<file path="src/rtl/seg_pkg.sv">
// Shared constants and helpers for the seven-segment scan controller.
package seg_pkg;

   localparam int SEG_NUM_DIGITS = 4;
   localparam int SEG_NIBBLE_W   = 4;

   // Bits needed to hold the values 0..n-1. Returns at least 1 so that
   // single-entry counters still get a real register.
   function automatic int seg_clog2(input int n);
      int r;
      r = 0;
      while ((1 << r) < n) r++;
      if (r < 1) r = 1;
      return r;
   endfunction

   localparam int SEG_IDX_W = seg_clog2(SEG_NUM_DIGITS);

endpackage

</file>
<file path="src/rtl/seg_scan_timer.sv">
// Slot prescaler: counts clk cycles within one digit slot and flags the
// last cycle of the slot and the anti-ghosting blank window at its start.
module seg_scan_timer
   import seg_pkg::*;
#(
   parameter int REFRESH_DIV  = 50000,
   parameter int BLANK_CYCLES = 500
) (
   input  logic                                 clk,
   input  logic                                 rst_n,
   output logic [seg_clog2(REFRESH_DIV)-1:0]    div_cnt,
   output logic                                 slot_wrap,
   output logic                                 blank_active
);

   localparam int               CNT_W     = seg_clog2(REFRESH_DIV);
   localparam logic [CNT_W-1:0] LAST_CNT  = CNT_W'(REFRESH_DIV - 1);
   localparam logic [CNT_W-1:0] BLANK_END = CNT_W'(BLANK_CYCLES);

   assign slot_wrap    = (div_cnt == LAST_CNT);
   assign blank_active = (div_cnt < BLANK_END);

   // Free-running slot counter, 0..REFRESH_DIV-1.
   always_ff @(posedge clk or negedge rst_n) begin
      if (!rst_n) begin
         div_cnt <= '0;
      end else if (slot_wrap) begin
         div_cnt <= '0;
      end else begin
         div_cnt <= div_cnt + 1'b1;
      end
   end

endmodule

</file>
<file path="src/rtl/seg_scan_ctrl.sv">
// Time-multiplexed scan controller for an N-digit common-select 7-segment
// display. Holds a shadowed display value that only changes at frame
// boundaries, and per slot presents one nibble plus its one-hot com line.
module seg_scan_ctrl
   import seg_pkg::*;
#(
   parameter int NUM_DIGITS   = SEG_NUM_DIGITS,
   parameter int REFRESH_DIV  = 50000,
   parameter int BLANK_CYCLES = 500
) (
   input  logic                                   clk,
   input  logic                                   rst_n,
   input  logic                                   en,
   input  logic                                   lz_en,
   input  logic                                   load,
   input  logic [SEG_NIBBLE_W*NUM_DIGITS-1:0]     value,
   output logic [SEG_NIBBLE_W-1:0]                digit_code,
   output logic [NUM_DIGITS-1:0]                  com,
   output logic [seg_clog2(NUM_DIGITS)-1:0]       digit_idx,
   output logic                                   frame_start
);

   localparam int               VAL_W    = SEG_NIBBLE_W * NUM_DIGITS;
   localparam int               IDX_W    = seg_clog2(NUM_DIGITS);
   localparam int               CNT_W    = seg_clog2(REFRESH_DIV);
   localparam logic [IDX_W-1:0] LAST_IDX = IDX_W'(NUM_DIGITS - 1);

   logic [CNT_W-1:0]        div_cnt;
   logic                    slot_wrap;
   logic                    blank_active;
   logic                    frame_wrap;
   logic [IDX_W-1:0]        slot;
   logic [VAL_W-1:0]        pend_val;
   logic                    pend_vld;
   logic [VAL_W-1:0]        disp_val;
   logic [NUM_DIGITS-1:0]   lz_mask;
   logic                    zero_above;
   logic [SEG_NIBBLE_W-1:0] cur_nib;
   logic [NUM_DIGITS-1:0]   cur_com;

   seg_scan_timer #(
      .REFRESH_DIV  (REFRESH_DIV),
      .BLANK_CYCLES (BLANK_CYCLES)
   ) u_timer (
      .clk          (clk),
      .rst_n        (rst_n),
      .div_cnt      (div_cnt),
      .slot_wrap    (slot_wrap),
      .blank_active (blank_active)
   );

   // Last cycle of the last digit slot: the only point where disp_val moves.
   assign frame_wrap = slot_wrap && (slot == LAST_IDX);

   // Digit slot index, advanced on every slot wrap.
   always_ff @(posedge clk or negedge rst_n) begin
      if (!rst_n) begin
         slot <= '0;
      end else if (slot_wrap) begin
         slot <= (slot == LAST_IDX) ? '0 : slot + 1'b1;
      end
   end

   // Shadow/display pair: loads park in pend_val until the frame boundary.
   // A load landing on the boundary cycle itself is taken straight into
   // disp_val, and any older pending value is dropped with it.
   always_ff @(posedge clk or negedge rst_n) begin
      if (!rst_n) begin
         pend_val <= '0;
         pend_vld <= 1'b0;
         disp_val <= '0;
      end else if (frame_wrap) begin
         if (load) begin
            disp_val <= value;
         end else if (pend_vld) begin
            disp_val <= pend_val;
         end
         pend_vld <= 1'b0;
      end else if (load) begin
         pend_val <= value;
         pend_vld <= 1'b1;
      end
   end

   // Leading-zero mask: digit i>0 is blank when it and every higher nibble
   // are zero. Digit 0 is never masked so a zero value still shows "0".
   always_comb begin
      lz_mask    = '0;
      zero_above = 1'b1;
      for (int i = NUM_DIGITS - 1; i > 0; i--) begin
         if (disp_val[i*SEG_NIBBLE_W +: SEG_NIBBLE_W] != '0) begin
            zero_above = 1'b0;
         end
         lz_mask[i] = zero_above;
      end
   end

   // Nibble and com line for the current slot.
   always_comb begin
      cur_nib = '0;
      cur_com = '0;
      for (int i = 0; i < NUM_DIGITS; i++) begin
         if (slot == IDX_W'(i)) begin
            cur_nib    = disp_val[i*SEG_NIBBLE_W +: SEG_NIBBLE_W];
            cur_com[i] = en && !blank_active && !(lz_en && lz_mask[i]);
         end
      end
   end

   // Registered outputs; com clears asynchronously with reset.
   always_ff @(posedge clk or negedge rst_n) begin
      if (!rst_n) begin
         digit_code  <= '0;
         com         <= '0;
         digit_idx   <= '0;
         frame_start <= 1'b0;
      end else begin
         digit_code  <= cur_nib;
         com         <= cur_com;
         digit_idx   <= slot;
         frame_start <= (slot == '0) && (div_cnt == '0);
      end
   end

endmodule

</file>
<file path="config.mk">
export PLATFORM = sky130hd
export DESIGN_NAME = seg_scan_ctrl
export DESIGN_NICKNAME = d
export VERILOG_FILES = /design/src/rtl/seg_pkg.sv /design/src/rtl/seg_scan_timer.sv /design/src/rtl/seg_scan_ctrl.sv
export SDC_FILE = /design/constraint.sdc
export NUM_CORES = 1
export LEC_CHECK = 0
export BUFFER_PORTS_ARGS = -buffer_cell sky130_fd_sc_hd__buf_2
export CELL_PAD_IN_SITES_DETAIL_PLACEMENT = 1
export CELL_PAD_IN_SITES_GLOBAL_PLACEMENT = 1
export CORE_ASPECT_RATIO = 1.2
export CORE_MARGIN = 2
export CORE_UTILIZATION = 52
export CTS_BUF_LIST = sky130_fd_sc_hd__clkbuf_4 sky130_fd_sc_hd__clkbuf_8
export CTS_CLUSTER_SIZE = 40
export DETAILED_ROUTE_END_ITERATION = 6
export PLACE_DENSITY_LB_ADDON = 0.3
export SYNTH_ARGS = -nofsm -noshare
export SYNTH_HDL_FRONTEND = slang
export SYNTH_SLANG_ARGS = --single-unit
</file>
<file path="constraint.sdc">
create_clock -name clk -period 3.85 [get_ports clk]
set_input_delay 0.77 -clock clk [delete_from_list [all_inputs] [get_ports clk]]
set_output_delay 0.77 -clock clk [all_outputs]
set_load 0.1 [all_outputs]
</file>
==> results.py <==
metrics = {
    "outcome": {
        "status": "complete, no violations",
    },
    "floorplanning": {
        "start_util": 0.529,
        "rows": 30,
        "die_w_um": 72.6,
        "ios": 32,
        "die_height_um": 86.3,
        "core_sq_um": 5560,
        "dieArea_sq_um": 6270,
    },
    "logic_synthesis": {
        "synth-edff-count": 0,
        "syn_nets": 296,
        "synth_seq_area_share": 0.528,
        "async_reset_ff_frac": 1.00,
        "synth_cell_types": 43,
        "ys_ff_latch": 62,
        "syn_inst": 269,
        "syn_avg_cell_area_sq_um": 10.9,
        "ys_warn_count": 0,
        "synth_ff_type": "dfrtp_1",
        "synth_area_sq_um": 2940,
    },
    "detailed_routing": {
        "dr_wl_met2_um": 3570,
        "wl_per_cell_um": 18.3,
        "ant_nets": 0,
        "top_layer": "met4",
        "finalWirelength_um": 6750,
        "drcViolationCount": 0,
        "drtIter0Drc": 137,
        "drt-met1-wl_um": 2800,
        "via_per_inst": 5.82,
        "dr.pass1.iters": 4,
        "dr_wl_met3_um": 179,
        "via_count": 2148,
    },
    "place": {
        "globalplace.congestion": 0.800,
        "place_hpwl_um": 4670,
        "port_buffers": 31,
    },
    "cts": {
        "clkLatencyLatePin_ns": 0.34,
        "clockBufferDepth": 2,
        "cts_made_buffers": 9,
        "clkSinkCount": 62,
        "cts_resized": 0,
        "clkTransAtPathRegs_ns": 0.07,
        "post_cts.repair.setup_buffers": 0,
        "cts_root_buf": "clkbuf_8",
        "cts_hold_buf": 0,
        "cts_tree": "done",
        "h-tree-depth": 3,
    },
    "timing": {
        "finalSetupViolCount": 0,
        "min_period_ns": 2.21,
        "max_slew.worst_pin.slew_ns": 0.881,
        "relSlewSlack": 0.413,
        "rsz0062_at_grt": "false",
        "timing.hold.ws_ns": 0.438,
        "finalHoldViolCount": 0,
        "fin_crit_sh": 0.574,
        "clock_skew_ns": 0.0156,
        "tns_ns": 0,
        "fmaxAchievable_mhz": 453,
        "drv_slew": 0,
    },
    "setup_path": {
        "rr_worst_depth": 5,
        "crit_path_top_delay_cell": "or4_4",
        "path_max_fanout": 16,
        "r2r_end": "pend_val[1]",
        "required_ns": 4.07,
        "worstPathCellList": "or4_4 -> nor4_4 -> nand2_2 -> nand2_4 -> mux2_2",
        "cp-start-kind": "register",
        "worstSetupEndpointType": "register",
        "r2r_start": "u_timer.div_cnt[11]",
        "crit_end": "pend_val[1]",
        "max_stage_delay_ns": 0.56,
        "arrival_ns": 2.43,
        "rrSetupSlack_ns": 1.64,
        "worstSetupPathType": "register to register",
        "crit_start": "u_timer.div_cnt[11]",
    },
    "grt": {
        "antenna_found_initial": 0,
        "overflow": 0,
        "grt_use_total": 0.239,
        "grt_pass1_wl_um": 11300,
        "grt_pass1_vias": 2328,
        "grt_max_degree": 41,
    },
    "layout": {
        "area_growth_pct": 13.4,
        "layout_common_cells": "dfrtp_1, buf_2, o21ai_0",
        "drive_gt1_frac": 0.236,
        "num-nets-final": 327,
        "n_antenna_cell": 0,
        "fill_cells": 614,
        "layout_commonest_cell": "dfrtp_1",
    },
    "power_and_ir_drop": {
        "ir_drop_mv": 0.300,
        "leakage_nw": 1.58,
        "pwr_density_cell_nw_per_um2": 445,
    },
    "hold_path": {
        "min-delay-path-class": "register to register",
    },
    "flow_run": {
        "maxCapViolCount": 0,
    },
}
registers in the layout (all words and copies together) (netlist names):
signal / flops
frame_start: 1
com: 4
digit_idx: 2
u_timer.div_cnt: 16
slot: 2
disp_val: 16
pend_val: 16
digit_code: 4
pend_vld: 1
logic make-up (layout without fill, tap and decap cells):
logic type      count (synthesis)  count (layout)  synth area share
xor+xnor                       10              10            0.0298
compound gates                 58              58             0.121
fa+ha+maj                       6               6            0.0256
simple gates                   83              83             0.161
mux                            17              17            0.0775
flops                          62              62             0.528
buf+inv                        33              69            0.0575
final cells by class:
type                    count  area [sq um]  area share
repair buffers             33           170      0.0511
multi-input cells         174          1220       0.365
clock inverters             7           113      0.0338
well taps                  64          80.1      0.0241
flip-flops and latches     62          1550       0.466
inverters                  20          75.1      0.0225
clock buffers               9           124      0.0372
cell usage after synthesis (3+ instances only):
| cell | n | area [sq um] |
|---|---|---|
| dfrtp_1 | 62 | 1550 |
| nand2_1 | 13 | 48.8 |
| buf_6 | 3 | 33.8 |
| clkbuf_1 | 6 | 22.5 |
| nor4_1 | 3 | 18.8 |
| xnor2_1 | 5 | 43.8 |
| nand4_1 | 4 | 25.0 |
| o21ai_0 | 24 | 120 |
| o22ai_1 | 5 | 31.3 |
| mux2_4 | 10 | 150 |
| mux2_2 | 6 | 67.6 |
| nor2_1 | 19 | 71.3 |
| a2bb2oi_1 | 12 | 105 |
| nand4b_1 | 5 | 43.8 |
| xor2_1 | 5 | 43.8 |
| ha_1 | 6 | 75.1 |
| nand3_1 | 19 | 95.1 |
| inv_1 | 19 | 71.3 |
| a22oi_1 | 3 | 22.5 |
| a21oi_1 | 11 | 55.1 |
metal layers:
layer  vias up  global-route usage
li1       1015                   -
met1      1081               0.277
met4         0               0.114
met5         -                   0
met3        13              0.0419
met2        39               0.423
worst min path at each step:
stage                  from           end  slack [ns]  depth (start not counted)
CTS                 slot[1]  digit_idx[1]        0.44                          0
global route        slot[1]  digit_idx[1]        0.47                          0
global placement    slot[1]  digit_idx[1]        0.42                          0
detailed placement  slot[1]  digit_idx[1]        0.43                          0
floorplan           slot[1]  digit_idx[1]        0.40                          0
finish              slot[1]  digit_idx[1]        0.44                          0
critical path, delay by kind of cell, from the launching register on:
kind	cells	cell delay [ns]
simple gates	4	1.30
mux	1	0.37
flops	1	0.41
where the power goes:
part	internal, mW	switching (mW)	leakage (nW)
Combinational	0.0455	0.0571	0.683
Sequential	0.676	0.0168	0.775
Clock	0.426	0.259	0.119
Total	1.15	0.333	1.58
metrics by stage:
stage / power [mW] / area (sq um) / util / instances / worst slack [ns]
6_report: 1.48 / 3330 / 0.599 / 369 / 1.64
5_1_grt: 1.54 / 3330 / 0.599 / 369 / 1.46
4_1_cts: 1.50 / 3330 / 0.599 / 369 / 1.62
3_5_place_dp: 0.809 / 3090 / 0.557 / 353 / 1.64
3_3_place_gp: 0.803 / 3090 / 0.557 / 353 / 1.70
2_1_floorplan: 0.766 / 2940 / - / 269 / 1.79
Power figures use the tool's default switching activity.
